[src/rtl/asciidec_to_binary.sv]
// Serial ASCII-decimal to unsigned binary parser; result valid the cycle after the delimiter.
// The result is held until out_ready. No characters are accepted while a result is pending.
module asciidec_to_binary #(
  parameter int WIDTH      = 16,
  parameter int MAX_DIGITS = 7
) (
  input  logic             clk,
  input  logic             rst_n,
  input  logic [6:0]       in_char,
  input  logic             in_valid,
  output logic             in_ready,
  output logic [WIDTH-1:0] out_val,
  output logic             out_valid,
  input  logic             out_ready,
  output logic             out_overflow,
  output logic             out_error,
  output logic             busy
);

  localparam int CW = $clog2(MAX_DIGITS + 1);

  typedef enum logic [1:0] {
    IDLE  = 2'd0,
    ACCUM = 2'd1,
    HOLD  = 2'd2
  } state_t;

  state_t           state, state_nxt;
  logic [WIDTH-1:0] acc, acc_nxt;
  logic [CW-1:0]    cnt, cnt_nxt;
  logic             ovf, ovf_nxt;
  logic             err, err_nxt;

  logic             accept;
  logic             is_digit;
  logic             is_delim;
  logic [3:0]       digit;
  logic [WIDTH+3:0] acc_wide;
  logic [WIDTH+3:0] prod;
  logic             prod_sat;

  assign is_digit = (in_char >= 7'h30) && (in_char <= 7'h39);
  assign is_delim = (in_char == 7'h20) || (in_char == 7'h0D);
  assign digit    = in_char[3:0];
  assign accept   = in_valid & in_ready;

  // acc*10 + d as (acc<<3)+(acc<<1)+d, four extra bits so nothing is lost before the saturation test
  assign acc_wide = {4'b0000, acc};
  assign prod     = (acc_wide << 3) + (acc_wide << 1) + {{WIDTH{1'b0}}, digit};
  assign prod_sat = |prod[WIDTH+3:WIDTH];

  always_ff @(posedge clk or negedge rst_n) begin
    if (!rst_n) begin
      state <= IDLE;
      acc   <= '0;
      cnt   <= '0;
      ovf   <= 1'b0;
      err   <= 1'b0;
    end else begin
      state <= state_nxt;
      acc   <= acc_nxt;
      cnt   <= cnt_nxt;
      ovf   <= ovf_nxt;
      err   <= err_nxt;
    end
  end

  always_comb begin
    state_nxt = state;
    acc_nxt   = acc;
    cnt_nxt   = cnt;
    ovf_nxt   = ovf;
    err_nxt   = err;
    case (state)
      IDLE: begin
        if (accept) begin
          if (is_digit) begin
            acc_nxt   = {{(WIDTH-4){1'b0}}, digit};
            cnt_nxt   = CW'(1);
            state_nxt = ACCUM;
          end else if (!is_delim) begin
            acc_nxt   = '0;
            err_nxt   = 1'b1;
            state_nxt = HOLD;
          end
        end
      end
      ACCUM: begin
        if (accept) begin
          if (is_digit) begin
            if (cnt == CW'(MAX_DIGITS)) begin
              acc_nxt   = '0;
              ovf_nxt   = 1'b0;
              err_nxt   = 1'b1;
              state_nxt = HOLD;
            end else begin
              cnt_nxt = cnt + CW'(1);
              if (prod_sat) begin
                acc_nxt = '1;
                ovf_nxt = 1'b1;
              end else begin
                acc_nxt = prod[WIDTH-1:0];
              end
            end
          end else if (is_delim) begin
            state_nxt = HOLD;
          end else begin
            acc_nxt   = '0;
            ovf_nxt   = 1'b0;
            err_nxt   = 1'b1;
            state_nxt = HOLD;
          end
        end
      end
      HOLD: begin
        if (out_ready) begin
          acc_nxt   = '0;
          cnt_nxt   = '0;
          ovf_nxt   = 1'b0;
          err_nxt   = 1'b0;
          state_nxt = IDLE;
        end
      end
      default: begin
        acc_nxt   = '0;
        cnt_nxt   = '0;
        ovf_nxt   = 1'b0;
        err_nxt   = 1'b0;
        state_nxt = IDLE;
      end
    endcase
  end

  assign in_ready     = (state != HOLD);
  assign out_valid    = (state == HOLD);
  assign busy         = (state == ACCUM);
  assign out_val      = (out_valid && !err) ? acc : '0;
  assign out_overflow = out_valid & ovf & ~err;
  assign out_error    = out_valid & err;

endmodule

[config.mk]
export PLATFORM = sky130hd
export DESIGN_NAME = asciidec_to_binary
export DESIGN_NICKNAME = d
export VERILOG_FILES = /design/src/rtl/asciidec_to_binary.sv
export SDC_FILE = /design/constraint.sdc
export NUM_CORES = 1
export LEC_CHECK = 0
export ABC_AREA = 1
export CAP_MARGIN = 20
export CORE_ASPECT_RATIO = 0.8
export CORE_MARGIN = 4
export CORE_UTILIZATION = 44
export DETAILED_ROUTE_END_ITERATION = 6
export DONT_BUFFER_PORTS = 1
export GPL_ROUTABILITY_DRIVEN = 0
export SYNTH_ARGS = -nofsm -noshare
export SYNTH_HDL_FRONTEND = slang
export SYNTH_SLANG_ARGS = --single-unit
export TNS_END_PERCENT = 1
[constraint.sdc]
create_clock -name clk -period 3 [get_ports clk]
set_clock_uncertainty 0.15 [all_clocks]
set_input_delay 0.3 -clock clk [delete_from_list [all_inputs] [get_ports clk]]
set_output_delay 0.3 -clock clk [all_outputs]
set_load 0.005 [all_outputs]
---- After elaboration in Yosys (flattened, before gate mapping) ----
Cells that the tools add are included.
operators by class
  add/subtract/negate cells ............... 3
  multipliers ............................. 0
  divide/modulo/power cells ............... 0
  magnitude comparators ................... 2
  eq/ne operators ......................... 17
  shifts and indexed selects .............. 0
  muxes and demuxes ....................... 39
  bitwise operators ....................... 6
  reduce and logical (&&, ||, !) cells .... 11
operators with widths
  kind                   number
  $mux W16               9
  $pmux W16 S3           1
  $add A19 B17 Y20       1
  $add A20 B4 Y20        1
  $mux W3                6
  $reduce_and A5 Y1      3
  $mux W2                7
  $mux W1                12
  $ne A2 B2 Y1 const B   5
  $pmux W3 S3            1
  $eq A7 B4 Y1 const B   1
  $eq A7 B6 Y1 const B   1
  $ge A7 B6 Y1 const B   1
  $le A7 B6 Y1 const B   1
  $ne A2 B1 Y1 const B   3
  $ne A3 B3 Y1 const B   2
  $pmux W1 S3            2
  $pmux W2 S3            1
  $reduce_and A6 Y1      1
  $and A1 B1 Y1          4
  $ne A4 B2 Y1 const B   1
  $reduce_or A4 Y1       1
  $add A3 B1 Y3 const B  1
  $eq A3 B3 Y1 const B   1
  9 further kinds        11
word-level totals
  bits in registers ....................... 23
  latch bits .............................. 0
  memory bits (writable) .................. 0
  memory bits (read-only) ................. 0
  bits of input ports ..................... 11
  output and inout port bits .............. 21
  memories ................................ 0

---- Depth between registers and ports, before layout ----
  word-level depth ........................ 8
  depth in mapped cells ................... 19
  mapped depth without buffers ............ 19

---- Least setup slack after synthesis ----
No wires, ideal clock.
  kind .................................... reg2reg
  from .................................... register acc[0]
  to ...................................... register acc[14]
  library setup time ...................... 122 ps
  arrival ................................. 2,506 ps
  slack ................................... 222 ps
  cell stages (with the launch flop) ...... 17
  path buffers ............................ 1
  period minus slack after synthesis ...... 2,778 ps
  path through ............................ dfrtp_1 -> fa_1 -> inv_1 -> fa_1 -> inv_1 -> nand2_1 -> nand2_1 -> nand3_1 -> nand2_2 -> nand2_1 -> nand3_1 -> nand2_1 -> nor2_4 -> nand2_2 -> buf_6 -> o21ai_2 -> o21ai_1
between the ends
  word-level cells in the longest chain between the ends .. 8
RTL lines
  element                 RTL line  text
  from (decl)             29        logic [WIDTH-1:0] acc, acc_nxt;
  from (signal assigned)  61        acc <= acc_nxt;
  $add A19 B17 Y20 *      49        assign prod = (acc_wide << 3) + (acc_wide << 1) + {{WIDTH{1'b0}}, digit};
  $add A20 B4 Y20 *       49
  $reduce_or A4 Y1        50        assign prod_sat = |prod[WIDTH+3:WIDTH];
  $mux W16 *              98        if (prod_sat) begin
  $mux W16 *              91        if (cnt == CW'(MAX_DIGITS)) begin
  $mux W16 *              90        if (is_digit) begin
  $mux W16 *              89        if (accept) begin
  $pmux W16 S3 *          74        case (state)
Every way passes the cells marked *; elsewhere a longest branch is shown, timed or not. The select of a mux whose other input is x is not followed.
A chain may end at the register's enable or synchronous reset.

---- Worst setup path after layout ----
  from .................................... register acc[0]
  to ...................................... register acc[1]
Same word-level chain as after synthesis.

==> impl_metrics.yaml <==
detailed_routing:
  avgRoutedWirePerCell_um: 13.5
  ant_nets: 0
  vias: 2368
  viasPerCell: 5.01
  drc: 0
  dr.pass1.iters: 4
  drt-total-wl_mm: 6.40
  drt_iter0_drc: 137
synthesis:
  netlist_area_mm2: 0.00258
  yosys_warnings: 0
  avgSynthCellArea_um2: 6.66
  syn_inst: 387
  syn-num-nets: 433
  synth_seq_cells: 23
  synth.distinct_cells: 32
  ys_seq_area_share_pct: 22.3
die:
  core_mm2: 0.00556
  die_x_um: 93.6
  initial_core_util_pct: 46.4
  ios: 32
  num_rows: 24
  die_area_mm2: 0.00715
  die_h_um: 76.5
timing:
  fmaxAchievable_mhz: 358
  drv_slew: 0
  relSlewSlack_pct: 58.4
  finalHoldViolCount: 0
  min_period_ns: 2.79
  max_slew.worst_pin.slew_ns: 0.623
  setup_viol: 0
  period_share_pct: 93.1
finish:
  layout-drive-gt1-share_pct: 12.9
  syn_to_final_growth_pct: 9.51
  fin_nets: 442
  finalInstanceArea_mm2: 0.00282
  diodes: 0
  fillCellCount: 582
  final_common_cell: "nand2_1"
  final_cell_mix: "nand2_1, inv_1, nor2_1, ha_1, a21oi_1"
critical_path:
  cpLargestDelayFamily: "simple AND/OR/NAND/NOR gates"
  worst_path_most_repeated_cell: "nand2_2"
  crit_chain: "fa_1, inv_2, fa_2, inv_2, nand2_2, nand2_2, nand3_2, nand2_2, nand2_2, nand3_1, nand2_2, nor2_4, buf_6, nand3_1, nand2_1, nand2_1, nand2_1, nand2_1"
  critical_path_required_ns: 3.03
  worst_setup_path_end_kind: "flip-flop"
  critical_path_class: "reg -> reg"
  cp_slowest_stage_delay_ns: 0.58
  worst_ep_arrival_time_ns: 2.82
  path_max_fanout: 4
  cp-start-kind: "flip-flop"
  path_buf_inv: 3
  crit_slowest_cell: "fa_1"
global_route:
  grt_max_degree: 24
  gr-total-overflow: 0
  grt_pass1_vias: 2122
  grt_use_met1_pct: 29.8
  antenna_found_initial: 0
  grt_first_pass_wirelength_mm: 10.5
  met2_usage_pct: 24.5
  grt_use_total_pct: 18.2
  gr-usage-met3_pct: 2.67
  top_usage_layer: "met1"
cts:
  cts-htree-levels: 1
  root_buffer: "clkbuf_8"
  postCtsSetupBuffers: 0
  clock_sinks: 23
  numCtsBuffers: 3
  path_clk_slew_ns: 0.09
  cts_tree: "built"
  clock_path_buffers: 2
  clk_latency_ns: 0.27
pwr:
  vdd_drop_max_mv: 0.200
  p_leak_nw: 1.58
  power.total_mw: 1.10
  pwr_density_cell_mw_per_mm2: 388
worst_hold_path:
  hold_path_class: "in -> reg"
place:
  dp_hpwl_mm: 5.15
  placed_cell_area_mm2: 0.00268
  portBuffers: 0
run_status:
  outcome: "finished, final reports clean"
run:
  maxCapViolCount: 0
layer usage:
layer | vias to the layer above | part of all wire, %
met4 | 0 | 0.89
met2 | 56 | 39
met3 | 5 | 7.4
met1 | 1067 | 53
met5 | - | 0
li1 | 1240 | -
final timing paths:
kind / slack, ns / cells after the start / startpoint / endpoint
worst max-delay path: 0.21 / 18 / acc[0] / acc[1]
worst min register to register: 0.39 / 2 / ovf / ovf
max in group asynchronous: 2.23 / 2 / rst_n / err
worst min-delay path: 0.07 / 2 / out_ready / state[1]
worst max register to register: 0.21 / 18 / acc[0] / acc[1]
min in group asynchronous: 0.31 / 2 / rst_n / acc[15]
area by class of cell:
type,count,area (um2),share of cell area (%)
clock inverter,1,5.00,0.177
multi-input combinational,288,1750,61.9
clock buffer,3,41.3,1.46
sequential,23,576,20.4
timing repair buffer,9,90.1,3.19
inverter,71,267,9.44
tap,78,97.6,3.46
stage by stage:
step / setup TNS, ns / setup slack [ns] / hold WS (ns) / instances / utilization (%)
3_3_place_gp: 0 / 0.120 / -0.145 / 467 / 48.2
2_1_floorplan: 0 / 0.222 / -0.146 / 387 / -
3_5_place_dp: 0 / 0.0652 / -0.145 / 467 / 48.2
5_1_grt: -0.0113 / -0.0113 / 0.0707 / 473 / 50.8
6_report: 0 / 0.207 / 0.0727 / 473 / 50.8
4_1_cts: 0 / 0.0503 / 0.0662 / 473 / 49.6
flip-flops by register name, indices dropped and copies added, names as in the netlist:
name,count
acc,16
cnt,3
err,1
ovf,1
state,2
what timing repair did:
| item | in CTS | in global routing |
|---|---|---|
| hold buffers | 2 | 0 |
| endpoints found under the setup margin | 0 | 17 |
| gates resized for setup | 0 | 21 |
| hold endpoints to repair | 23 | 0 |
power breakdown:
group          total (mW)  leakage (nW)  switching [mW]  internal [mW]
registers           0.392         0.312          0.0411          0.350
clock network       0.204        0.0255           0.111         0.0931
logic               0.501          1.24           0.343          0.157
total                1.10          1.58           0.495          0.601
kinds of logic (layout without fill, tap and decap cells):
family                   after synthesis  count (layout)  synth area share, %
AND/OR/NAND/NOR                      180             180                 30.1
XOR/XNOR                              10              10                 3.40
flip-flops                            23              23                 22.3
buffers and inverters                 76              84                 12.2
adder cells (fa/ha/maj)               35              35                 17.6
AO/OA/AOI/OAI                         63              63                 14.4
synth_stat cells:
cell type / n / share of area (%)
a211oi_2: 2 / 0.97
a21oi_1: 25 / 4.9
a31oi_1: 3 / 0.73
and3_1: 3 / 0.73
buf_6: 4 / 1.7
clkbuf_1: 1 / 0.15
dfrtp_1: 23 / 22
fa_1: 2 / 1.6
ha_1: 33 / 16
inv_1: 69 / 10
inv_2: 2 / 0.29
nand2_1: 107 / 16
nand2_2: 5 / 1.2
nand3_1: 16 / 3.1
nand3_2: 1 / 0.39
nand3b_1: 2 / 0.58
nand4_1: 1 / 0.24
nor2_1: 33 / 4.8
nor2_2: 3 / 0.73
nor2_4: 3 / 1.3
nor3_1: 2 / 0.39
nor3b_1: 1 / 0.29
o211ai_1: 1 / 0.29
o21a_1: 1 / 0.29
o21ai_0: 9 / 1.7
o21ai_1: 13 / 2.5
o21ai_2: 7 / 2.4
o21bai_1: 2 / 0.58
or2_1: 2 / 0.49
or2_2: 1 / 0.24
xnor2_1: 5 / 1.7
xor2_1: 5 / 1.7
Note: power is estimated with default switching activity, not from simulation.
